**src/rtl/hazard_ctrl_if.sv**
```systemverilog
// ID-stage control bundle in, hazard/forwarding controls out, for hazard_ctrl.
// Combinational outputs settle in the same cycle; there is no backpressure beyond freeze.
interface hazard_ctrl_if #(
  parameter int CNT_W = 16
);
  logic [31:0]      id_inst;
  logic             id_valid;
  logic             id_uses_rs2;
  logic [2:0]       id_memCtrl;
  logic [1:0]       id_wbCtrl;
  logic             br_taken;
  logic             dmem_ready;

  logic             pc_hold;
  logic             ifid_hold;
  logic             ifid_flush;
  logic             idex_bubble;
  logic             exmem_flush;
  logic             freeze;
  logic [1:0]       fwd_a;
  logic [1:0]       fwd_b;
  logic [CNT_W-1:0] stall_cnt;
  logic             mem_err;

  modport master (
    output id_inst, id_valid, id_uses_rs2, id_memCtrl, id_wbCtrl, br_taken, dmem_ready,
    input  pc_hold, ifid_hold, ifid_flush, idex_bubble, exmem_flush, freeze,
    input  fwd_a, fwd_b, stall_cnt, mem_err
  );

  modport slave (
    input  id_inst, id_valid, id_uses_rs2, id_memCtrl, id_wbCtrl, br_taken, dmem_ready,
    output pc_hold, ifid_hold, ifid_flush, idex_bubble, exmem_flush, freeze,
    output fwd_a, fwd_b, stall_cnt, mem_err
  );
endinterface

```
**src/rtl/hazard_ctrl.sv**
```systemverilog
// Hazard sequencer for the 5-stage core: shadow EX/MEM/WB scoreboard, stalls, flushes, forwarding.
// Hold/flush/forward outputs are combinational from scoreboard + ID; dmem wait freezes everything.
module hazard_ctrl #(
  parameter int CNT_W   = 16,
  parameter int TIMEOUT = 64
) (
  input  logic          clk,
  input  logic          reset,
  hazard_ctrl_if.slave  hz
);

  localparam int WC_W = (TIMEOUT > 2) ? $clog2(TIMEOUT) : 1;

  typedef struct packed {
    logic [4:0] rd;
    logic [4:0] rs1;
    logic [4:0] rs2;
    logic       regwrite;
    logic       memread;
    logic       memacc;
  } ex_slot_t;

  typedef struct packed {
    logic [4:0] rd;
    logic       regwrite;
    logic       memacc;
  } mem_slot_t;

  typedef struct packed {
    logic [4:0] rd;
    logic       regwrite;
  } wb_slot_t;

  typedef enum logic [1:0] {
    S_RUN     = 2'd0,
    S_MEMWAIT = 2'd1,
    S_ERR     = 2'd2
  } state_t;

  ex_slot_t         r_ex;
  mem_slot_t        r_mem;
  wb_slot_t         r_wb;
  state_t           r_state;
  state_t           w_state_nxt;
  logic [WC_W-1:0]  r_wait_cnt;
  logic [CNT_W-1:0] r_stall_cnt;
  logic             r_mem_err;

  logic [4:0]       w_id_rs1;
  logic [4:0]       w_id_rs2;
  logic [4:0]       w_id_rd;
  ex_slot_t         w_id_slot;
  logic             w_ldu;
  logic             w_wait;
  logic             w_freeze;
  logic             w_pc_hold;
  logic             w_ifid_hold;
  logic             w_ifid_flush;
  logic             w_idex_bubble;
  logic             w_exmem_flush;
  logic [1:0]       w_fwd_a;
  logic [1:0]       w_fwd_b;
  logic             w_unused;

  assign w_id_rs1 = hz.id_inst[19:15];
  assign w_id_rs2 = hz.id_inst[24:20];
  assign w_id_rd  = hz.id_inst[11:7];

  // Opcode/funct bits, Branch and MemtoReg are carried by the pipeline itself, not needed here.
  assign w_unused = &{1'b0, hz.id_inst[31:25], hz.id_inst[14:12], hz.id_inst[6:0],
                      hz.id_memCtrl[0], hz.id_wbCtrl[1]};

  assign w_ldu = r_ex.memread && (r_ex.rd != 5'd0) && hz.id_valid &&
                 ((r_ex.rd == w_id_rs1) || (hz.id_uses_rs2 && (r_ex.rd == w_id_rs2)));

  assign w_wait = r_mem.memacc && !hz.dmem_ready && (r_state != S_ERR);

  always_comb begin
    w_state_nxt   = r_state;
    w_freeze      = 1'b0;
    w_pc_hold     = 1'b0;
    w_ifid_hold   = 1'b0;
    w_ifid_flush  = 1'b0;
    w_idex_bubble = 1'b0;
    w_exmem_flush = 1'b0;

    case (r_state)
      S_RUN: begin
        if (w_wait) begin
          w_state_nxt = S_MEMWAIT;
        end
      end
      S_MEMWAIT: begin
        if (hz.dmem_ready) begin
          w_state_nxt = S_RUN;
        end else if (r_wait_cnt == WC_W'(TIMEOUT - 1)) begin
          w_state_nxt = S_ERR;
        end
      end
      S_ERR: begin
        w_state_nxt = S_ERR;
      end
      default: begin
        w_state_nxt = S_RUN;
      end
    endcase

    if (!reset) begin
      if (w_wait || (r_state == S_ERR)) begin
        w_freeze    = 1'b1;
        w_pc_hold   = 1'b1;
        w_ifid_hold = 1'b1;
      end else if (hz.br_taken) begin
        w_ifid_flush  = 1'b1;
        w_idex_bubble = 1'b1;
        w_exmem_flush = 1'b1;
      end else if (w_ldu) begin
        w_pc_hold     = 1'b1;
        w_ifid_hold   = 1'b1;
        w_idex_bubble = 1'b1;
      end
    end
  end

  // Forwarding: the younger MEM result wins over WB for the same register.
  always_comb begin
    w_fwd_a = 2'b00;
    w_fwd_b = 2'b00;
    if (r_mem.regwrite && (r_mem.rd != 5'd0) && (r_mem.rd == r_ex.rs1)) begin
      w_fwd_a = 2'b10;
    end else if (r_wb.regwrite && (r_wb.rd != 5'd0) && (r_wb.rd == r_ex.rs1)) begin
      w_fwd_a = 2'b01;
    end
    if (r_mem.regwrite && (r_mem.rd != 5'd0) && (r_mem.rd == r_ex.rs2)) begin
      w_fwd_b = 2'b10;
    end else if (r_wb.regwrite && (r_wb.rd != 5'd0) && (r_wb.rd == r_ex.rs2)) begin
      w_fwd_b = 2'b01;
    end
  end

  always_comb begin
    w_id_slot = '0;
    if (hz.id_valid && !w_idex_bubble) begin
      w_id_slot.rd       = w_id_rd;
      w_id_slot.rs1      = w_id_rs1;
      w_id_slot.rs2      = w_id_rs2;
      w_id_slot.regwrite = hz.id_wbCtrl[0];
      w_id_slot.memread  = hz.id_memCtrl[2];
      w_id_slot.memacc   = hz.id_memCtrl[2] | hz.id_memCtrl[1];
    end
  end

  always_ff @(posedge clk) begin
    if (reset) begin
      r_ex        <= '0;
      r_mem       <= '0;
      r_wb        <= '0;
      r_state     <= S_RUN;
      r_wait_cnt  <= '0;
      r_stall_cnt <= '0;
      r_mem_err   <= 1'b0;
    end else begin
      r_state <= w_state_nxt;

      if (!w_freeze) begin
        r_wb.rd       <= r_mem.rd;
        r_wb.regwrite <= r_mem.regwrite;
        if (w_exmem_flush) begin
          r_mem <= '0;
        end else begin
          r_mem.rd       <= r_ex.rd;
          r_mem.regwrite <= r_ex.regwrite;
          r_mem.memacc   <= r_ex.memacc;
        end
        r_ex <= w_id_slot;
      end

      if ((r_state == S_MEMWAIT) && (w_state_nxt == S_MEMWAIT)) begin
        r_wait_cnt <= r_wait_cnt + 1'b1;
      end else begin
        r_wait_cnt <= '0;
      end

      if (w_pc_hold && (r_stall_cnt != {CNT_W{1'b1}})) begin
        r_stall_cnt <= r_stall_cnt + 1'b1;
      end

      if (w_state_nxt == S_ERR) begin
        r_mem_err <= 1'b1;
      end
    end
  end

  assign hz.pc_hold     = w_pc_hold;
  assign hz.ifid_hold   = w_ifid_hold;
  assign hz.ifid_flush  = w_ifid_flush;
  assign hz.idex_bubble = w_idex_bubble;
  assign hz.exmem_flush = w_exmem_flush;
  assign hz.freeze      = w_freeze;
  assign hz.fwd_a       = w_fwd_a;
  assign hz.fwd_b       = w_fwd_b;
  assign hz.stall_cnt   = r_stall_cnt;
  assign hz.mem_err     = r_mem_err;

endmodule

```
**src/flat_wrapper.sv**
```systemverilog
// flat-port wrapper written by rule: the top's interface ports become plain ports
module hazard_ctrl_flat 
#(
  parameter int CNT_W   = 16,
  parameter int TIMEOUT = 64
)
  (clk, reset, hz_id_inst, hz_id_valid, hz_id_uses_rs2, hz_id_memCtrl, hz_id_wbCtrl, hz_br_taken, hz_dmem_ready, hz_pc_hold, hz_ifid_hold, hz_ifid_flush, hz_idex_bubble, hz_exmem_flush, hz_freeze, hz_fwd_a, hz_fwd_b, hz_stall_cnt, hz_mem_err);
  hazard_ctrl_if #(.CNT_W(CNT_W)) hz_i ();
  input  logic clk;
  input  logic reset;
  input wire logic [$bits(hz_i.id_inst)-1:0] hz_id_inst;
  input wire logic [$bits(hz_i.id_valid)-1:0] hz_id_valid;
  input wire logic [$bits(hz_i.id_uses_rs2)-1:0] hz_id_uses_rs2;
  input wire logic [$bits(hz_i.id_memCtrl)-1:0] hz_id_memCtrl;
  input wire logic [$bits(hz_i.id_wbCtrl)-1:0] hz_id_wbCtrl;
  input wire logic [$bits(hz_i.br_taken)-1:0] hz_br_taken;
  input wire logic [$bits(hz_i.dmem_ready)-1:0] hz_dmem_ready;
  output wire logic [$bits(hz_i.pc_hold)-1:0] hz_pc_hold;
  output wire logic [$bits(hz_i.ifid_hold)-1:0] hz_ifid_hold;
  output wire logic [$bits(hz_i.ifid_flush)-1:0] hz_ifid_flush;
  output wire logic [$bits(hz_i.idex_bubble)-1:0] hz_idex_bubble;
  output wire logic [$bits(hz_i.exmem_flush)-1:0] hz_exmem_flush;
  output wire logic [$bits(hz_i.freeze)-1:0] hz_freeze;
  output wire logic [$bits(hz_i.fwd_a)-1:0] hz_fwd_a;
  output wire logic [$bits(hz_i.fwd_b)-1:0] hz_fwd_b;
  output wire logic [$bits(hz_i.stall_cnt)-1:0] hz_stall_cnt;
  output wire logic [$bits(hz_i.mem_err)-1:0] hz_mem_err;
  assign hz_i.id_inst = hz_id_inst;
  assign hz_i.id_valid = hz_id_valid;
  assign hz_i.id_uses_rs2 = hz_id_uses_rs2;
  assign hz_i.id_memCtrl = hz_id_memCtrl;
  assign hz_i.id_wbCtrl = hz_id_wbCtrl;
  assign hz_i.br_taken = hz_br_taken;
  assign hz_i.dmem_ready = hz_dmem_ready;
  assign hz_pc_hold = hz_i.pc_hold;
  assign hz_ifid_hold = hz_i.ifid_hold;
  assign hz_ifid_flush = hz_i.ifid_flush;
  assign hz_idex_bubble = hz_i.idex_bubble;
  assign hz_exmem_flush = hz_i.exmem_flush;
  assign hz_freeze = hz_i.freeze;
  assign hz_fwd_a = hz_i.fwd_a;
  assign hz_fwd_b = hz_i.fwd_b;
  assign hz_stall_cnt = hz_i.stall_cnt;
  assign hz_mem_err = hz_i.mem_err;
  hazard_ctrl #(.CNT_W(CNT_W), .TIMEOUT(TIMEOUT)) u_core (.clk(clk), .reset(reset), .hz(hz_i));
endmodule
```
**config.mk**
```make
export PLATFORM = sky130hd
export DESIGN_NAME = hazard_ctrl_flat
export DESIGN_NICKNAME = d
export VERILOG_FILES = /design/src/rtl/hazard_ctrl_if.sv /design/src/rtl/hazard_ctrl.sv /design/src/flat_wrapper.sv
export SDC_FILE = /design/constraint.sdc
export NUM_CORES = 1
export LEC_CHECK = 0
export CAP_MARGIN = 20
export CORE_MARGIN = 8
export CORE_UTILIZATION = 44
export CTS_CLUSTER_SIZE = 28
export DETAILED_ROUTE_END_ITERATION = 8
export PLACE_DENSITY = 0.76
export RECOVER_POWER = 50
export SLEW_MARGIN = 0
export SYNTH_ARGS = -nofsm -noshare
export SYNTH_HDL_FRONTEND = slang
export SYNTH_SLANG_ARGS = --single-unit
```
**constraint.sdc**
```tcl
create_clock -name clk -period 1.8 [get_ports clk]
set_input_delay 0.18 -clock clk [delete_from_list [all_inputs] [get_ports clk]]
set_output_delay 0.18 -clock clk [all_outputs]
set_load 0.02 [all_outputs]
```
# After elaboration in Yosys (flattened, before gate mapping)
# Index checks and enable logic that the tools add are counted.
[word_totals]
latchBits = 0
ram_bits = 0
elab_cells = 78
mem_bits_ro = 0
out_inout_bits = 27
inputBits = 43
regBits = 56
memories = 0
[classes]
n_reduce_logical = 24
muxes = 22
n_lt_le_gt_ge = 0
div = 0
shift = 0
n_mul = 0
eq_ne = 13
n_addsub = 2
bitwise_logic = 2
[op_table]
columns = ["operator", "count"]
rows = [
  ["5-bit == test", 6],
  ["18-bit 2-to-1 mux", 1],
  ["16-bit by 1-bit adder with 16-bit output, second input constant", 1],
  ["16-bit inequality test, second input constant", 1],
  ["1-bit logical AND", 15],
  ["5-bit nonzero test", 3],
  ["1-bit 2-to-1 mux", 14],
  ["2-bit 2-to-1 mux", 5],
  ["7-bit 2-to-1 mux", 1],
  ["6-bit by 1-bit adder with 6-bit output, second input constant", 1],
  ["6-bit == test, second input constant", 1],
  ["2-bit one-hot mux with 3 select lines", 1],
  ["2-bit by 1-bit == test with 1-bit output, second input constant", 2],
  ["2-bit == test, second input constant", 2],
  ["1-bit zero test", 2],
  ["2-bit zero test", 1],
  ["1-bit logical OR", 2],
  ["2-bit inequality test, second input constant", 1],
  ["2-bit OR reduction", 1],
  ["1-bit NOT", 1],
  ["1-bit OR", 1],
]

# Depth between registers and ports, before layout
[depth]
word_depth = 11
depth_mapped = 10
depth_no_buf = 7

# Least setup slack after synthesis
# Ideal clock, no wire load.
[synth_timing]
path_type = "register to output"
start = "register u_core.r_mem[2] (netlist name)"
end = "output hz_fwd_a[0]"
path_stages_with_launch = 5
arrival_ns = 1.950
t_required_ns = 1.620
path_slack_ns = -0.330
cell_sequence = "dfxtp_1 > or4_1 > o21ai_0 > nor4_1 > nor4_1"
[synth_between]
elab_chain_cells = 4
word_cells_on_any_way = 5
[synth_lines]
columns = ["item", "line", "text"]
rows = [
  ["start, declared", "hazard_ctrl.sv:41", "mem_slot_t r_mem;"],
  ["5-bit nonzero test", "hazard_ctrl.sv:129", "if (r_mem.regwrite && (r_mem.rd != 5'd0) && (r_mem.rd == r_ex.rs1)) begin"],
  ["1-bit logical AND", "hazard_ctrl.sv:129", ""],
  ["1-bit logical AND (*)", "hazard_ctrl.sv:129", ""],
  ["2-bit 2-to-1 mux (*)", "hazard_ctrl.sv:129", ""],
  ["end, declared", "flat_wrapper.sv:24", "output wire logic [$bits(hz_i.fwd_a)-1:0] hz_fwd_a;"],
]
# Mark *: on every way between the ends. The rest lies on a longest branch, timed or not.

# Worst setup path after layout
[layout_timing]
start = "register u_core.r_ex[13] (netlist name)"
end = "register u_core.r_stall_cnt[5] (netlist: u_core.hz.stall_cnt[5])"
[layout_between]
elab_chain_cells = 9
word_cells_on_any_way = 13
[layout_lines]
columns = ["item", "line", "text"]
rows = [
  ["start, declared", "hazard_ctrl.sv:40", "ex_slot_t r_ex;"],
  ["start signal, assigned", "hazard_ctrl.sv:175", "r_ex <= w_id_slot;"],
  ["5-bit == test / 5-bit nonzero test (equally long branches)", "hazard_ctrl.sv:74, hazard_ctrl.sv:73", ""],
  ["1-bit logical AND (on tied branches)", "hazard_ctrl.sv:74, hazard_ctrl.sv:73", ""],
  ["1-bit logical OR / 1-bit logical AND (equally long branches)", "hazard_ctrl.sv:74, hazard_ctrl.sv:73", ""],
  ["1-bit logical AND (*)", "hazard_ctrl.sv:73", "assign w_ldu = r_ex.memread && (r_ex.rd != 5'd0) && hz.id_valid &&"],
  ["1-bit 2-to-1 mux (*)", "hazard_ctrl.sv:117", "end else if (w_ldu) begin"],
  ["1-bit 2-to-1 mux (*)", "hazard_ctrl.sv:113", "end else if (hz.br_taken) begin"],
  ["1-bit 2-to-1 mux (*)", "hazard_ctrl.sv:109", "if (w_wait || (r_state == S_ERR)) begin"],
  ["1-bit 2-to-1 mux (*)", "hazard_ctrl.sv:108", "if (!reset) begin"],
  ["1-bit logical AND (*)", "hazard_ctrl.sv:184", "if (w_pc_hold && (r_stall_cnt != {CNT_W{1'b1}})) begin"],
  ["end signal, assigned", "hazard_ctrl.sv:185", "r_stall_cnt <= r_stall_cnt + 1'b1;"],
  ["end, declared", "hazard_ctrl.sv:46", "logic [CNT_W-1:0] r_stall_cnt;"],
]
# Marks and branches as above.
# A chain may end at the register's enable or synchronous reset.

==> metrics.md <==
| Metric | Value |
|---|---|
| CTS tree | `yes` |
| Placed cells | `roughly 470` |
| Maxcap violations | `0` |
| RR Startpoint | `u_core.r_ex[13]` |
| Number of setup violations in the final report | `42` |
| Area Overhead vs Synth | `60.0%` |
| Reg power frac | `52.7%` |
| Die Width | `94.9 um` |
| Worst-margin pin slew | `0.571 ns` |
| DIE HEIGHT | `94.9 um` |
| Post-synth EDFFs | `0` |
| I/O Pins | `70` |
| Sequential fraction of the synthesis area | `40.9%` |
| Share of layout cells above drive strength 1 | `between 40 and 50%` |
| Vias per cell | `5.71` |
| Yosys warns | `0` |
| Cells after synthesis | `285` |
| Synth unique cells | `51` |
| Share of the synthesized area in the top cell type | `40.9%` |
| Post-route setup slack | `-0.362 ns` |
| Syn avg cell area | `9.61 um^2` |
| Slowest stage delay, CP | `roughly 0.38 ns` |
| Vias in the first global route | `2702` |
| Area contributors post-synth | `dfxtp_1 (41%), xnor2_1 (5.4%), a22o_1 (5.1%), xor2_1 (5.1%), nor2_1 (3.2%)` |
| Final Util | `73.6%` |
| Final hold vios | `0` |
| CTS Hold Bufs | `0` |
| GRT Resource Usage Total | `18.2%` |
| Worst Path Required | `roughly 2.0 ns` |
| Clock skew | `0.00700 ns` |
| Slowest stage cell, crit path | `dfxtp_4` |
| Setup crit start | `u_core.r_ex[13]` |
| Crit. End Element | `flip-flop` |
| RSZ-0062 raised after global routing | `true` |
| Critical Setup Path Class | `flip-flop to flip-flop` |
| Commonest non-fill, non-tap cell in the layout | `buf_4` |
| TritonRoute pass-1 iters | `4` |
| Static Leak | `1.74 nW` |
| Power, Total | `approximately 2.4 mW` |
| Combinational Power Share | `11.1%` |
| Fin nets | `457` |
| Clk pin slew, worst setup/hold paths | `0.10 ns` |
| Most frequent cells in the layout | `buf_4 (70), clkdlybuf4s50_1 (38), dfxtp_1 (38), nor2_1 (23), nand2_1 (19)` |
| Largest net degree at the start of global routing | `25` |
| #FFs+latches synth | `56` |
| Headroom to the max-slew limit | `between 60% and 70%` |
| Psw | `0.584 mW` |
| H-tree levels | `2` |
| Final instance area | `4390 um^2` |
| Worst-Skew Late Latency | `0.33 ns` |
| # diodes | `0` |
| Core Rows | `28` |
| Status | `finished with violations` |
| Detailed Route WL | `9.47 mm` |
| Core Area | `approximately 6000 um^2` |
| Net Sw Frac | `around 24%` |
| Maximum VDD drop | `418 uV` |
| Pint | `approximately 1.8 mW` |
| First-pass GRT wire length | `13.2 mm` |
| Top_reg_cell synth | `dfxtp_1` |
| Startpoint types | `flip-flop` |
| Largest area contributor in the netlist | `dfxtp_1` |
| I/O Buffers | `50` |
| CTS root buf | `clkbuf_8` |
| FMAX | `0.463 GHz` |
| Hold/Removal Path Class | `primary input to flip-flop` |
| DP HPWL | `approximately 5.7 mm` |
| Clock power share | `36.2%` |
| Initial antenna violation count | `0` |
| Arrival @ worst endpoint | `2.38 ns` |
| Wire per inst | `19.4 um` |
| Sink Count | `56` |
| DP Area | `approximately 3800 um^2` |
| Failing checks | `negative setup slack` |
| Die area | `9010 um^2` |
| Crit share post-route | `120%` |
| Iter 0 DRT Violations | `180` |
| Max-slew violation count | `0` |
| Period minus WS final | `2.16 ns` |
| Overflow after GRT | `0` |
| PD cells | `547 nW/um^2` |
| Via count | `2785` |
| Number of buffers created by CTS | `5` |
| FFs w/ async S/R, synth | `0%` |
| Routed Antenna Nets | `0` |
| Drt drc | `0` |
| Post-Syn Area | `roughly 2700 um^2` |
| Worst Path Max Fanout | `7` |
| Post-Syn Nets | `330` |
| Post-Layout Cell Count | `488` |
| Initial cell density of the core | `46.0%` |
| CP cell instances | `buf_4 -> xnor2_2 -> nand2_2 -> o22ai_4 -> a31oi_4 -> buf_12 -> nor4_4 -> mux2_4` |
| Placer Congestion | `0.836` |
| Clk buf depth | `2` |
| Hold path start | `hz_id_inst[9]` |
==> critical path: cells and delay by family, from the launching register on <==
family                    cells  cell delay, ns
DFF                           1            0.38
and+or+nand+nor               2            0.38
buffers and inverters         2            0.36
AOI/OAI and AO/OA             2            0.42
xor gates and xnor gates      1            0.19
muxes                         1            0.32
==> sequential cells by signal (all words and copies together) (netlist names) <==
name / cells
u_core.r_state: 2
u_core.r_wait_cnt: 6
u_core.hz.stall_cnt: 16
u_core.hz.mem_err: 1
u_core.r_mem: 7
u_core.r_wb: 6
u_core.r_ex: 18
==> final timing paths <==
kind | to | slack [ns] | cells after the start
max | u_core.hz.stall_cnt[5] | -0.36 | 8
min | u_core.r_ex[15] | 0.45 | 2
max reg2reg | u_core.hz.stall_cnt[5] | -0.36 | 8
min reg2reg | u_core.hz.mem_err | 0.46 | 1
==> power groups by stage <==
stage	Combinational [mW]	Sequential, mW	Clock, mW
floorplan	0.0901	1.29	0
global placement	0.210	1.29	0
detailed placement	0.215	1.29	0
CTS	0.237	1.26	0.858
global route	0.281	1.27	0.925
finish	0.266	1.26	0.868
==> synth_stat cells (2+ instances only) <==
cell      number
a21oi_1        8
a21oi_2        5
a22o_1        16
and3_1         2
buf_2          2
buf_4          4
buf_6          2
clkbuf_1       4
dfxtp_1       56
ha_1           2
inv_1          3
inv_2          2
mux2_2         3
mux2i_1        7
nand2_1       22
nand3_1       17
nand4_1        2
nor2_1        23
nor2b_1        2
nor3_1         3
nor3b_1        4
nor4_1         6
o21ai_0        8
o21ai_2        2
o311ai_0       5
o31ai_1        2
o31ai_2        3
o41ai_1        4
or3_1          3
or4_1         11
xnor2_1       17
xor2_1        16
==> stage by stage <==
stage               hold slack [ns]  worst slack [ns]  TNS [ns]
floorplan                     0.306            -0.152     -1.05
global placement              0.427            -0.563    -11.34
detailed placement            0.443            -0.595    -13.61
CTS                           0.459            -0.345     -5.47
global route                  0.462            -0.426    -13.18
finish                        0.455            -0.362    -10.22
==> cell families (layout without fill, tap and decap cells) <==
logic type,count (synthesis),after routing,synth area share (%)
compound gates,62,62,19.9
fa+ha+maj,2,2,0.913
simple gates,102,102,19.4
flops,56,56,40.9
mux,10,10,3.79
xor+xnor,33,33,10.5
buf+inv,20,148,4.52
==> layer usage <==
metal  global-route usage [%]  up-vias  routed length [um]
li1                         -     1304                   -
met1                     21.4     1374                3810
met2                     32.2       77                4870
met3                     3.89       30                 459
met4                     5.98        0                 332
met5                        0        -                   0
==> cell type report <==
type,count,area [um^2]
clock inverters,3,47.5
flip-flops and latches,56,1150
well taps,75,93.8
inverters,6,30.0
fillers,403,1570
repair buffers,134,1220
clock buffers,5,68.8
multi-input cells,209,1780
==> what timing repair did <==
action / in CTS / in global routing
pin swaps: 15 / 19
cloned: 0 / 2
resized for setup: 88 / 37
setup buffers: 6 / 8
setup endpoints to repair: 42 / 41
Note: power is estimated with default switching activity, not from simulation.
==> variant (config.mk and constraints unchanged) <==
`TIMEOUT` is set to 64 in 2 places; all go to 128.
--- a/src/rtl/hazard_ctrl.sv
+++ b/src/rtl/hazard_ctrl.sv
@@ -2,7 +2,7 @@
 // Hold/flush/forward outputs are combinational from scoreboard + ID; dmem wait freezes everything.
 module hazard_ctrl #(
   parameter int CNT_W   = 16,
-  parameter int TIMEOUT = 64
+  parameter int TIMEOUT = 128
 ) (
   input  logic          clk,
   input  logic          reset,
--- a/src/flat_wrapper.sv
+++ b/src/flat_wrapper.sv
@@ -2,7 +2,7 @@
 module hazard_ctrl_flat 
 #(
   parameter int CNT_W   = 16,
-  parameter int TIMEOUT = 64
+  parameter int TIMEOUT = 128
 )
   (clk, reset, hz_id_inst, hz_id_valid, hz_id_uses_rs2, hz_id_memCtrl, hz_id_wbCtrl, hz_br_taken, hz_dmem_ready, hz_pc_hold, hz_ifid_hold, hz_ifid_flush, hz_idex_bubble, hz_exmem_flush, hz_freeze, hz_fwd_a, hz_fwd_b, hz_stall_cnt, hz_mem_err);
   hazard_ctrl_if #(.CNT_W(CNT_W)) hz_i ();
Check against the original RTL: no difference found for any inputs over 4 cycles, from zero or initial values and one cycle with reset high; that may be too few to reach the edited logic, so the function may still have changed.
==> variant against the original RTL <==
The run still ends with setup timing left. Total power rose by 15%. Area after synthesis fell by 1.8%. Non-clock buffer count fell by 6. Routed wire length rose by 5.7%. Clock skew fell by 1.9 ps. Critical path depth fell by 3. Sequential share of layout area rose by 0.13 points. Sequential cell count rose by 1. Die area fell by 1.5%. Cell area rose by 0.91%. Setup slack improved by 50 ps. Critical endpoint is now hz_ifid_hold. Largest power group unchanged.
==> variant: results (changes against the original RTL) <==
first-pass GRT wire length: 13910 µm (+5.4%)
slowest CP cell: o311a_4
CTS H-tree lvls: 3 (+1)
post-synthesis mux area share: 4.138% (+0.35 points)
IR drop worst, VDD: 0.4418 mV (+5.7%)
FF-to-FF path depth: 9 (+1)
Post-Synth XOR/XNOR Area: 11.39% (+0.84 points)
worst hold start: hz_id_inst[22]
initial drt markers: 187 (+3.9%)
final worst setup slack: -311.5 ps (+50.25 ps)
clk buf depth: 2 (unchanged)
R2R Path End: u_core.hz.stall_cnt[7]
adder-cell area share of the yosys netlist: 0.9298% (+0.017 points)
Worst EP arrival: 1930 ps (-450 ps)
Nets: 459 (+0.44%)
crit-path max cell delay: 400 ps (+20 ps)
final setup fails: 45 (+7.1%)
clock-pin slew on the worst setup and hold paths: 60 ps (-40 ps)
Fill cells: 372 (-7.7%)
setup TNS: -8368 ps (+1852 ps)
Non-Filler Instances: 494 (+1.2%)
Critical Path Sink Type: primary output
flop2flop setup slack: -290 ps (+70 ps)
total CTS buffers: 9 (+4)
wire per inst: 20.26 µm (+4.4%)
vias per cell: 5.836 (+2.3%)
layout cells sized above 1: 39.71% (-2.7 points)
number of global-route vias before repair: 2853 (+5.6%)
leak pwr: 1.871 nW (+7.7%)
top post-synthesis cells by count: dfxtp_1, nand2_1, nor2_1
Syn Nets: 331 (+0.30%)
dpl cells: 462 (-0.65%)
synth top area cells: dfxtp_1, xnor2_1, a22o_1, xor2_1, nand3_1
hold path endpoint: u_core.r_ex[5]
Max-slew headroom: 61.79% (-0.14 points)
Clock Skew: 5.091 ps (-1.911 ps)
post-synthesis compound-gate area fraction: 17.43% (-2.5 points)
failing checks: setup timing
Max FO, Critical Path: 4 (-3)
Setup WS pre-CTS: -562.1 ps (+33.39 ps)
worst hold path type: in2reg
status: finished, violations left
DR pass1 iterations: 6 (+2)
syn_area_per_cell: 9.410 µm² (-2.1%)
Netlist cell types: 47 (-7.8%)
[variant: cell count changes after synthesis, sizes merged, moves of 3 or more]
cell and delta:
and3 +5, buf -5, inv +3, mux2i +3
nand3 +4, o311ai -3, o41ai -3, xnor2 +3
[variant: where the power goes]
group	switching [mW]	total [mW]	internal, mW
Sequential	0.0166	1.29	1.27
Combinational	0.122	0.268	0.146
Clock	0.504	1.21	0.703
Total	0.642	2.76	2.12
[variant: timing repair]
| action | 4_1_cts | 5_1_grt |
|---|---|---|
| setup buffers | 11 | 4 |
| pin swaps | 28 | 16 |
| gates cloned | 1 | 2 |
| gates resized for setup | 92 | 42 |
| setup endpoints to repair | 26 | 44 |
[variant: cell type report]
type / instances / area, µm² / area share [%]
Multi-Input combinational cell: 210 / 1753 / 39.61
Timing Repair Buffer: 128 / 1181 / 26.69
Sequential cell: 57 / 1167 / 26.38
Clock buffer: 12 / 155.1 / 3.506
Tap cell: 75 / 93.84 / 2.120
Clock inverter: 3 / 40.04 / 0.9047
Inverter: 8 / 32.53 / 0.7351
Antenna cell: 1 / 2.502 / 0.05655
[variant: per-layer routing]
metal	track usage, %	up-vias	part of all wire (%)
met2	34.30	146	51
met5	0	-	0
met3	4.956	45	5.7
met4	12.02	0	2.9
met1	21.97	1389	41
li1	-	1303	-
[variant: worst max path at each step]
| stage | startpoint | endpoint | slack (ps) | depth (start not counted) |
|---|---|---|---|---|
| finish | u_core.r_ex[14] | hz_ifid_hold | -310 | 5 |
| global placement | hz_id_inst[19] | hz_idex_bubble | -500 | 7 |
| global route | u_core.r_wb[2] | hz_fwd_b[0] | -360 | 5 |
| floorplan | u_core.r_ex[13] | u_core.hz.stall_cnt[10] | -130 | 6 |
| detailed placement | hz_id_inst[15] | u_core.hz.stall_cnt[7] | -560 | 9 |
| CTS | u_core.r_mem[3] | hz_fwd_b[0] | -310 | 5 |
[variant: kinds of logic after synthesis]
group | Yosys count
multiplexers | 11
AND/OR/NAND/NOR | 104
AO/OA/AOI/OAI | 58
XOR/XNOR | 35
adder cells (fa/ha/maj) | 2
buffers and inverters | 19
flip-flops | 57
[variant: stage by stage]
stage	hold slack (ps)	power (mW)	instance area, µm²
3_3_place_gp	428.2	1.526	3760
4_1_cts	275.0	2.714	4197
5_1_grt	282.6	2.846	4423
2_1_floorplan	260.9	1.402	2731
6_report	300.5	2.762	4425
3_5_place_dp	431.5	1.530	3760
[variant: worst max-delay path, delay by kind of cell (launching register included)]
kind	cells	cell delay, ps
AO/OA/AOI/OAI	2	630
buffers and inverters	2	220
flip-flops	1	380
AND/OR/NAND/NOR	1	370
